### src/rtl/aes_byte_sequencer_pkg.sv
// Shared definitions for the AES byte sequencer: state encoding, block geometry
// and the default clock-derived timing constants.
package aes_byte_sequencer_pkg;

  localparam int CLK_HZ              = 50_000_000;
  localparam int DEF_DEBOUNCE_CYCLES = CLK_HZ / 100;  // 10 ms
  localparam int DEF_AUTO_PERIOD     = CLK_HZ;        // 1 s

  localparam int BYTES_PER_BLOCK = 16;
  localparam int IDX_W           = 4;

  typedef enum logic {
    IDLE = 1'b0,
    SHOW = 1'b1
  } seq_state_e;

  // Byte 0 is the most significant byte of the block.
  function automatic logic [7:0] block_byte(input logic [127:0] blk,
                                            input logic [IDX_W-1:0] idx);
    return blk[(BYTES_PER_BLOCK - 1 - int'(idx)) * 8 +: 8];
  endfunction

endpackage

### src/rtl/aes_byte_sequencer_key_debounce.sv
// Pushbutton conditioner: 2-FF synchroniser, stability-counter debounce and a
// one-cycle pulse on each debounced press (1 -> 0) of an active-low key.
module key_debounce #(
  parameter int DEBOUNCE_CYCLES = 500_000
) (
  input  logic clk,
  input  logic rst_n,
  input  logic key_n,
  output logic press
);

  localparam int CNT_W = (DEBOUNCE_CYCLES > 1) ? $clog2(DEBOUNCE_CYCLES) : 1;

  logic             key_meta;
  logic             key_sync;
  logic             level;
  logic [CNT_W-1:0] cnt;

  // NOTE: every flop here uses <=, so each one samples its pre-edge inputs and
  // the synchroniser chain cannot collapse regardless of statement order.
  always_ff @(posedge clk or negedge rst_n) begin
    if (!rst_n) begin
      key_meta <= 1'b1;
      key_sync <= 1'b1;
      level    <= 1'b1;
      cnt      <= '0;
      press    <= 1'b0;
    end else begin
      key_meta <= key_n;
      key_sync <= key_meta;
      press    <= 1'b0;
      if (key_sync == level) begin
        cnt <= '0;
      end else if (cnt == CNT_W'(DEBOUNCE_CYCLES - 1)) begin
        // Disagreement held long enough: accept it; a 1 -> 0 flip is a press.
        level <= key_sync;
        cnt   <= '0;
        press <= level;
      end else begin
        cnt <= cnt + 1'b1;
      end
    end
  end

endmodule

### src/rtl/aes_byte_sequencer.sv
// Captures a 128-bit AES block and presents it byte by byte, stepping on a
// debounced button press or an auto-scroll timer; feeds the decimal display.
module aes_byte_sequencer
  import aes_byte_sequencer_pkg::*;
#(
  parameter int DEBOUNCE_CYCLES = DEF_DEBOUNCE_CYCLES,
  parameter int AUTO_PERIOD     = DEF_AUTO_PERIOD
) (
  input  logic             clk,
  input  logic             rst_n,
  input  logic             load,
  input  logic [127:0]     block_in,
  input  logic             key_next_n,
  input  logic             auto_en,
  output logic [7:0]       byte_out,
  output logic [IDX_W-1:0] byte_idx,
  output logic             busy,
  output logic             wrap
);

  localparam int AUTO_W = (AUTO_PERIOD > 1) ? $clog2(AUTO_PERIOD) : 1;

  seq_state_e        state;
  logic [127:0]      shadow;
  logic [AUTO_W-1:0] auto_cnt;
  logic [IDX_W-1:0]  idx_next;
  logic              press;
  logic              tick;
  logic              adv;

  key_debounce #(
    .DEBOUNCE_CYCLES(DEBOUNCE_CYCLES)
  ) u_key_debounce (
    .clk   (clk),
    .rst_n (rst_n),
    .key_n (key_next_n),
    .press (press)
  );

  assign tick     = (state == SHOW) && auto_en && (auto_cnt == AUTO_W'(AUTO_PERIOD - 1));
  assign adv      = (state == SHOW) && (press || tick);
  assign idx_next = byte_idx + 1'b1;
  assign busy     = (state == SHOW);

  // Cleared on every advance so a manual press restarts the full scroll period.
  always_ff @(posedge clk or negedge rst_n) begin
    if (!rst_n) begin
      auto_cnt <= '0;
    end else if ((state != SHOW) || !auto_en || load || adv) begin
      auto_cnt <= '0;
    end else begin
      auto_cnt <= auto_cnt + 1'b1;
    end
  end

  // NOTE: the 128-bit shadow is an ordinary register bank, not a RAM, so it is
  // reset like every other flop and no stale block survives a reset.
  always_ff @(posedge clk or negedge rst_n) begin
    if (!rst_n) begin
      state    <= IDLE;
      shadow   <= '0;
      byte_idx <= '0;
      byte_out <= 8'h00;
      wrap     <= 1'b0;
    end else begin
      wrap <= 1'b0;
      if (load) begin
        // Load wins over a same-cycle advance; the advance is simply dropped.
        state    <= SHOW;
        shadow   <= block_in;
        byte_idx <= '0;
        byte_out <= block_byte(block_in, '0);
      end else if (adv) begin
        byte_idx <= idx_next;
        byte_out <= block_byte(shadow, idx_next);
        wrap     <= (byte_idx == IDX_W'(BYTES_PER_BLOCK - 1));
      end
    end
  end

endmodule

### config.mk
export PLATFORM = sky130hd
export DESIGN_NAME = aes_byte_sequencer
export DESIGN_NICKNAME = d
export VERILOG_FILES = /design/src/rtl/aes_byte_sequencer_pkg.sv /design/src/rtl/aes_byte_sequencer_key_debounce.sv /design/src/rtl/aes_byte_sequencer.sv
export SDC_FILE = /design/constraint.sdc
export NUM_CORES = 1
export LEC_CHECK = 0
export ABC_AREA = 1
export CAP_MARGIN = 20
export CORE_AREA = 3 3 159 161
export CTS_CLUSTER_DIAMETER = 150
export CTS_CLUSTER_SIZE = 30
export DETAILED_ROUTE_END_ITERATION = 16
export DIE_AREA = 0 0 162 164
export PLACE_DENSITY = 0.71
export SLEW_MARGIN = 40
export SYNTH_ARGS = -nofsm -noshare
export SYNTH_HDL_FRONTEND = slang
export SYNTH_SLANG_ARGS = --single-unit
export TNS_END_PERCENT = 5
### constraint.sdc
create_clock -name clk -period 1.56 [get_ports clk]
set_input_delay 0.39 -clock clk [delete_from_list [all_inputs] [get_ports clk]]
set_output_delay 0.39 -clock clk [all_outputs]
set_load 0.02 [all_outputs]
# After elaboration in Yosys (flattened, before gate mapping)
# Cells that the tools add are included.
# totals
inputBits,133
reg_bits,191
output_inout_bits,14
wordCells,43
# classes
reduce_logical,10
n_bitwise,2
eq_ne,4
n_addsub,4
mux,11
shifts,1
# op_table
op,count
$shiftx 128x8->8,1
$mux 19,2
$add 26x1->26 const B,1
$eq 26x26->1 const B,1
$mux 26,1
$add 19x1->19 const B,1
$eq 19x19->1 const B,1
$mux 8,2
$mux 4,2
$sub 4x4->5 const A,1
$add 4x1->4 const B,1
$eq 4x4->1 const B,1
$logic_or 1x1->1,4
$mux 1,4
$logic_and 1x1->1,3
$not 1->1,2
$reduce_and 2->1,1
$reduce_bool 2->1,1
$eq 1x1->1,1
$logic_not 1->1,1

# Logic depth before layout (Yosys ltp)
# Gate-level depths: netlist (run 1).
# depth
word_depth,6
ltp_mapped,13
ltp_nobuf,11

# Hierarchy
# From an unflattened synthesis (run 1), not the netlist that was laid out.
# hier_totals
hier_cells,1235
hier_area_um2,9520.4
# modules_own_cells
mod,area_per_inst_um2,cells_per_inst,n_inst,seq_area_each_um2
aes_byte_sequencer,8299.2,1085,1,4204.0
key_debounce,1221.2,150,1,579.3

# Worst setup path before layout (run 1)
# No wires, ideal clock.
# synth_path
kind,register to register
from,register byte_idx[1]
to,register byte_out[7]
period_less_slack_ns,1.813
setup_ns,0.117
arrival_ns,1.696
path_buffers,2
required_ns,1.443
stages_incl_launch_ff,12
path_slack_ns,-0.253
path_cell_list,dfrtp_1 ha_1 buf_2 inv_1 clkbuf_1 nand3_1 nand2_1 nand2_1 nand3_1 nand3_1 nand2_1 nand2_1
# synth_via
elab_chain_len,5
# synth_rtl
item,line_no,rtl
start: declaration,aes_byte_sequencer.sv:16,"output logic [IDX_W-1:0] byte_idx,"
start signal: assignment,aes_byte_sequencer.sv:74,byte_idx <= idx_next;
$add 4x1->4,aes_byte_sequencer.sv:42,assign idx_next = byte_idx + 1'b1;
$sub 4x4->5,aes_byte_sequencer_pkg.sv:20,return blk[(BYTES_PER_BLOCK - 1 - int'(idx)) * 8 +: 8];
$shiftx 128x8->8,aes_byte_sequencer_pkg.sv:20,
$mux 8,aes_byte_sequencer.sv:73,end else if (adv) begin
$mux 8,aes_byte_sequencer.sv:67,if (load) begin
end signal: assignment,aes_byte_sequencer.sv:72,"byte_out <= block_byte(block_in, '0);"
end signal: assignment,aes_byte_sequencer.sv:75,"byte_out <= block_byte(shadow, idx_next);"
end: declaration,aes_byte_sequencer.sv:15,"output logic [7:0] byte_out,"
# No other way between the ends. The select of a mux whose other input is x is not followed.
# A chain may end at the register's enable or synchronous reset.

# Worst setup path in the final report (run 1)
# layout_path
from,register byte_idx[0]
to,register byte_out[2]
# The elaborated chain is that of the path after synthesis.

==> flow_summary.json, run 1 <==
{
  "tightest_slew_ns": 0.390,
  "ys_warn_count": 0,
  "worstSetupPathType": "register to register",
  "via_per_inst": 4.87,
  "worst-path-max-fanout": 16,
  "syn2layout_area_growth_pct": 36.0,
  "cts_tree": "done",
  "max_freq_mhz": 609,
  "regArea_sq_um": 4790,
  "fin_area_sq_um": 12900,
  "postPlaceCellArea_sq_um": 12000,
  "drt-total-wl_um": 26800,
  "drt_first_iter_violations": 703,
  "drc": 0,
  "power_leakage_nw": 6.09,
  "slew_headroom": 0.738,
  "layout-drive-gt1-share": 0.149,
  "wl_per_cell_um": 15.1,
  "async_flop_share": 1.00,
  "dieArea_sq_um": 26600,
  "crit_required_ns": 1.89,
  "syn_area_sq_um": 9520,
  "grt_max_degree": 76,
  "min_period_ns": 1.64,
  "antenna_left": 0,
  "syn_avg_cell_area_sq_um": 7.70,
  "dr.pass1.iters": 5,
  "cts_buffers": 17,
  "antenna_found_initial": 1,
  "dp_hpwl_um": 19400,
  "clockBufferDepth": 2,
  "place_congestion": 0.869,
  "maxCapViolCount": 0,
  "r2r_slack_ns": -0.08,
  "nets": 1575,
  "critPathLaunchType": "register",
  "arrival_ns": 1.97,
  "multi_input_area_sq_um": 4040,
  "start_util": 0.395,
  "nFillCells": 2298,
  "worst_setup_path_end_kind": "register",
  "grt_pass1_vias": 8530,
  "cts_root_buf": "clkbuf_16",
  "rsz0062_at_grt": "true",
  "synth-main-ff-cell": "dfrtp_1",
  "slew_violations": 0,
  "ys_seq_area_frac": 0.503,
  "run_status": "finished, violations left",
  "clk_latency_ns": 0.44,
  "fin_crit_sh": 1.05,
  "htree_num_levels": 4,
  "antennaDiodeCount": 0,
  "final.setup.tns_ns": -0.560,
  "grt_pass1_wl_um": 43300,
  "worst_slack_ns": -0.0833,
  "grt_usage": 0.205,
  "setup-violations-final": 9,
  "vias": 8657,
  "synthCells": 1236,
  "violations": "negative setup slack",
  "ios": 147,
  "synth_cell_type_count": 40,
  "fin_skew_ns": 0.00965,
  "coreArea_sq_um": 24100,
  "dieWidth_um": 162,
  "min_path_type": "input port to register",
  "synth-edff-count": 0,
  "die_height_um": 164,
  "p_per_area_nw_per_um2": 867,
  "clock-sinks": 191,
  "ys_ff_latch": 191,
  "io_buffer_count": 146,
  "rows": 57,
  "grt_overflow": 0,
  "dpl_worst_slack_ns": -0.266,
  "final-hold-violation-count": 0,
  "clk_pin_slew_ns": 0.08,
  "syn-num-nets": 1372,
  "peakVddDrop_v": 0.000709
}
## kinds of logic after synthesis
family,after synthesis,share of synthesized area
buffers and inverters,225,0.0976
flip-flops,191,0.503
adder cells (fa/ha/maj),3,0.00395
AND/OR/NAND/NOR,640,0.288
AO/OA/AOI/OAI,153,0.0828
XOR/XNOR,24,0.0252
## critical path, stage by stage, from the launching register on
cell and delay (ns):
dfrtp_2 0.44, ha_4 0.30, inv_2 0.06, buf_8 0.15, nand3_1 0.11, nand3_1 0.11
nand3_1 0.10, nand2_1 0.05, nand2_1 0.05, nand2_1 0.05, nand2_1 0.06, nand2_1 0.05
## cells in the final DEF, fill, tap and decap left out, types with 3 or more instances in the layout
master	count
nor3_2	6
o21ai_0	121
xor2_1	16
clkdlybuf4s50_1	130
nand3_1	114
inv_6	4
xnor2_1	4
nand2_2	7
clkbuf_16	18
nor2_1	64
clkdlybuf4s15_2	8
a21oi_1	14
buf_12	16
nor3b_1	3
clkinvlp_4	5
buf_6	6
clkdlybuf4s15_1	3
nand4_1	10
nor2_2	7
nor3_1	13
dfrtp_1	184
inv_1	157
nand3_2	20
o211ai_1	3
nand2_1	380
nor2_4	5
o21ai_1	9
dfstp_2	3
inv_2	10
dfrtp_2	4
buf_4	71
## sequential cells by signal (all words and copies together) (netlist names)
signal,flops
u_key_debounce.key_meta,1
busy,1
u_key_debounce.key_sync,1
auto_cnt,26
u_key_debounce.press,1
byte_out,8
wrap,1
byte_idx,4
shadow,128
u_key_debounce.level,1
u_key_debounce.cnt,19
## what timing repair did
item | 4_1_cts | 5_1_grt
endpoints found under the setup margin | 56 | 59
cloned | 1 | 1
pin swaps | 1 | 7
hold endpoints to repair | 20 | 0
setup buffers | 0 | 5
resized for setup | 72 | 29
hold buffers | 1 | 0
## power by group
part | switching (mW) | internal, mW
clock | 1.99 | 2.43
sequential | 0.117 | 5.28
combinational | 0.768 | 0.642
## stage by stage
stage / hold WS (ns) / utilization / std cells / total power, mW
floorplan: 0.0944 / - / 1236 / 6.09
global placement: 0.295 / 0.497 / 1736 / 6.86
detailed placement: 0.293 / 0.497 / 1736 / 6.89
CTS: 0.313 / 0.529 / 1770 / 11.3
global route: 0.331 / 0.537 / 1776 / 11.7
finish: 0.326 / 0.537 / 1776 / 11.2
## worst paths after layout
| check | start | depth (start not counted) | end |
|---|---|---|---|
| max | byte_idx[0] | 11 | byte_out[2] |
| min | load | 3 | shadow[108] |
| max reg2reg | byte_idx[0] | 11 | byte_out[2] |
| min reg2reg | u_key_debounce.key_meta | 0 | u_key_debounce.key_sync |
| max in group asynchronous | rst_n | 3 | shadow[71] |
| min in group asynchronous | rst_n | 2 | shadow[92] |
## Yosys cell counts (10+ instances only)
cell type	instances	area share
nand2_1	385	0.15
inv_1	159	0.063
xor2_1	16	0.015
buf_2	20	0.011
o21ai_0	121	0.064
clkbuf_1	23	0.0091
a21oi_1	14	0.0074
dfrtp_1	188	0.49
nand4_1	10	0.0066
nand3_1	128	0.067
nor2_1	72	0.028
nor3_1	17	0.0089
## routing by layer
metal	GRT usage	wire length (um)	up-vias
met5	0	13	-
met4	0.0686	597	2
met3	0.0454	2010	40
met2	0.318	12000	290
met1	0.286	12200	4044
li1	-	-	4281
## area by class of cell
type	instances	area share
Multi-Input combinational cell	820	0.312
Tap cell	324	0.0313
Clock inverter	14	0.0119
Timing Repair Buffer	241	0.191
Sequential cell	191	0.370
Clock buffer	18	0.0339
Inverter	168	0.0493
(Power assumes the default switching activity.)
==> run 2, diff against run 1 <==
--- a/config.mk
+++ b/config.mk
@@ -8,7 +8,7 @@
 export ABC_AREA = 1
 export CAP_MARGIN = 20
 export CORE_AREA = 3 3 159 161
-export CTS_CLUSTER_DIAMETER = 150
+export CTS_CLUSTER_DIAMETER = 100
 export CTS_CLUSTER_SIZE = 30
 export DETAILED_ROUTE_END_ITERATION = 16
 export DIE_AREA = 0 0 162 164
==> results of run 2 <==
The final DEF is identical to that of run 1; final timing and power are the same.
==> run 3, diff against run 2 <==
--- a/config.mk
+++ b/config.mk
@@ -8,10 +8,12 @@
 export ABC_AREA = 1
 export CAP_MARGIN = 20
 export CORE_AREA = 3 3 159 161
+export CTS_BUF_LIST = sky130_fd_sc_hd__clkbuf_4 sky130_fd_sc_hd__clkbuf_8 sky130_fd_sc_hd__clkbuf_16
 export CTS_CLUSTER_DIAMETER = 100
 export CTS_CLUSTER_SIZE = 30
 export DETAILED_ROUTE_END_ITERATION = 16
 export DIE_AREA = 0 0 162 164
+export GPL_ROUTABILITY_DRIVEN = 0
 export PLACE_DENSITY = 0.71
 export SLEW_MARGIN = 40
 export SYNTH_ARGS = -nofsm -noshare
==> results of run 3 <==
The final DEF is identical to that of run 1; final timing and power are the same.
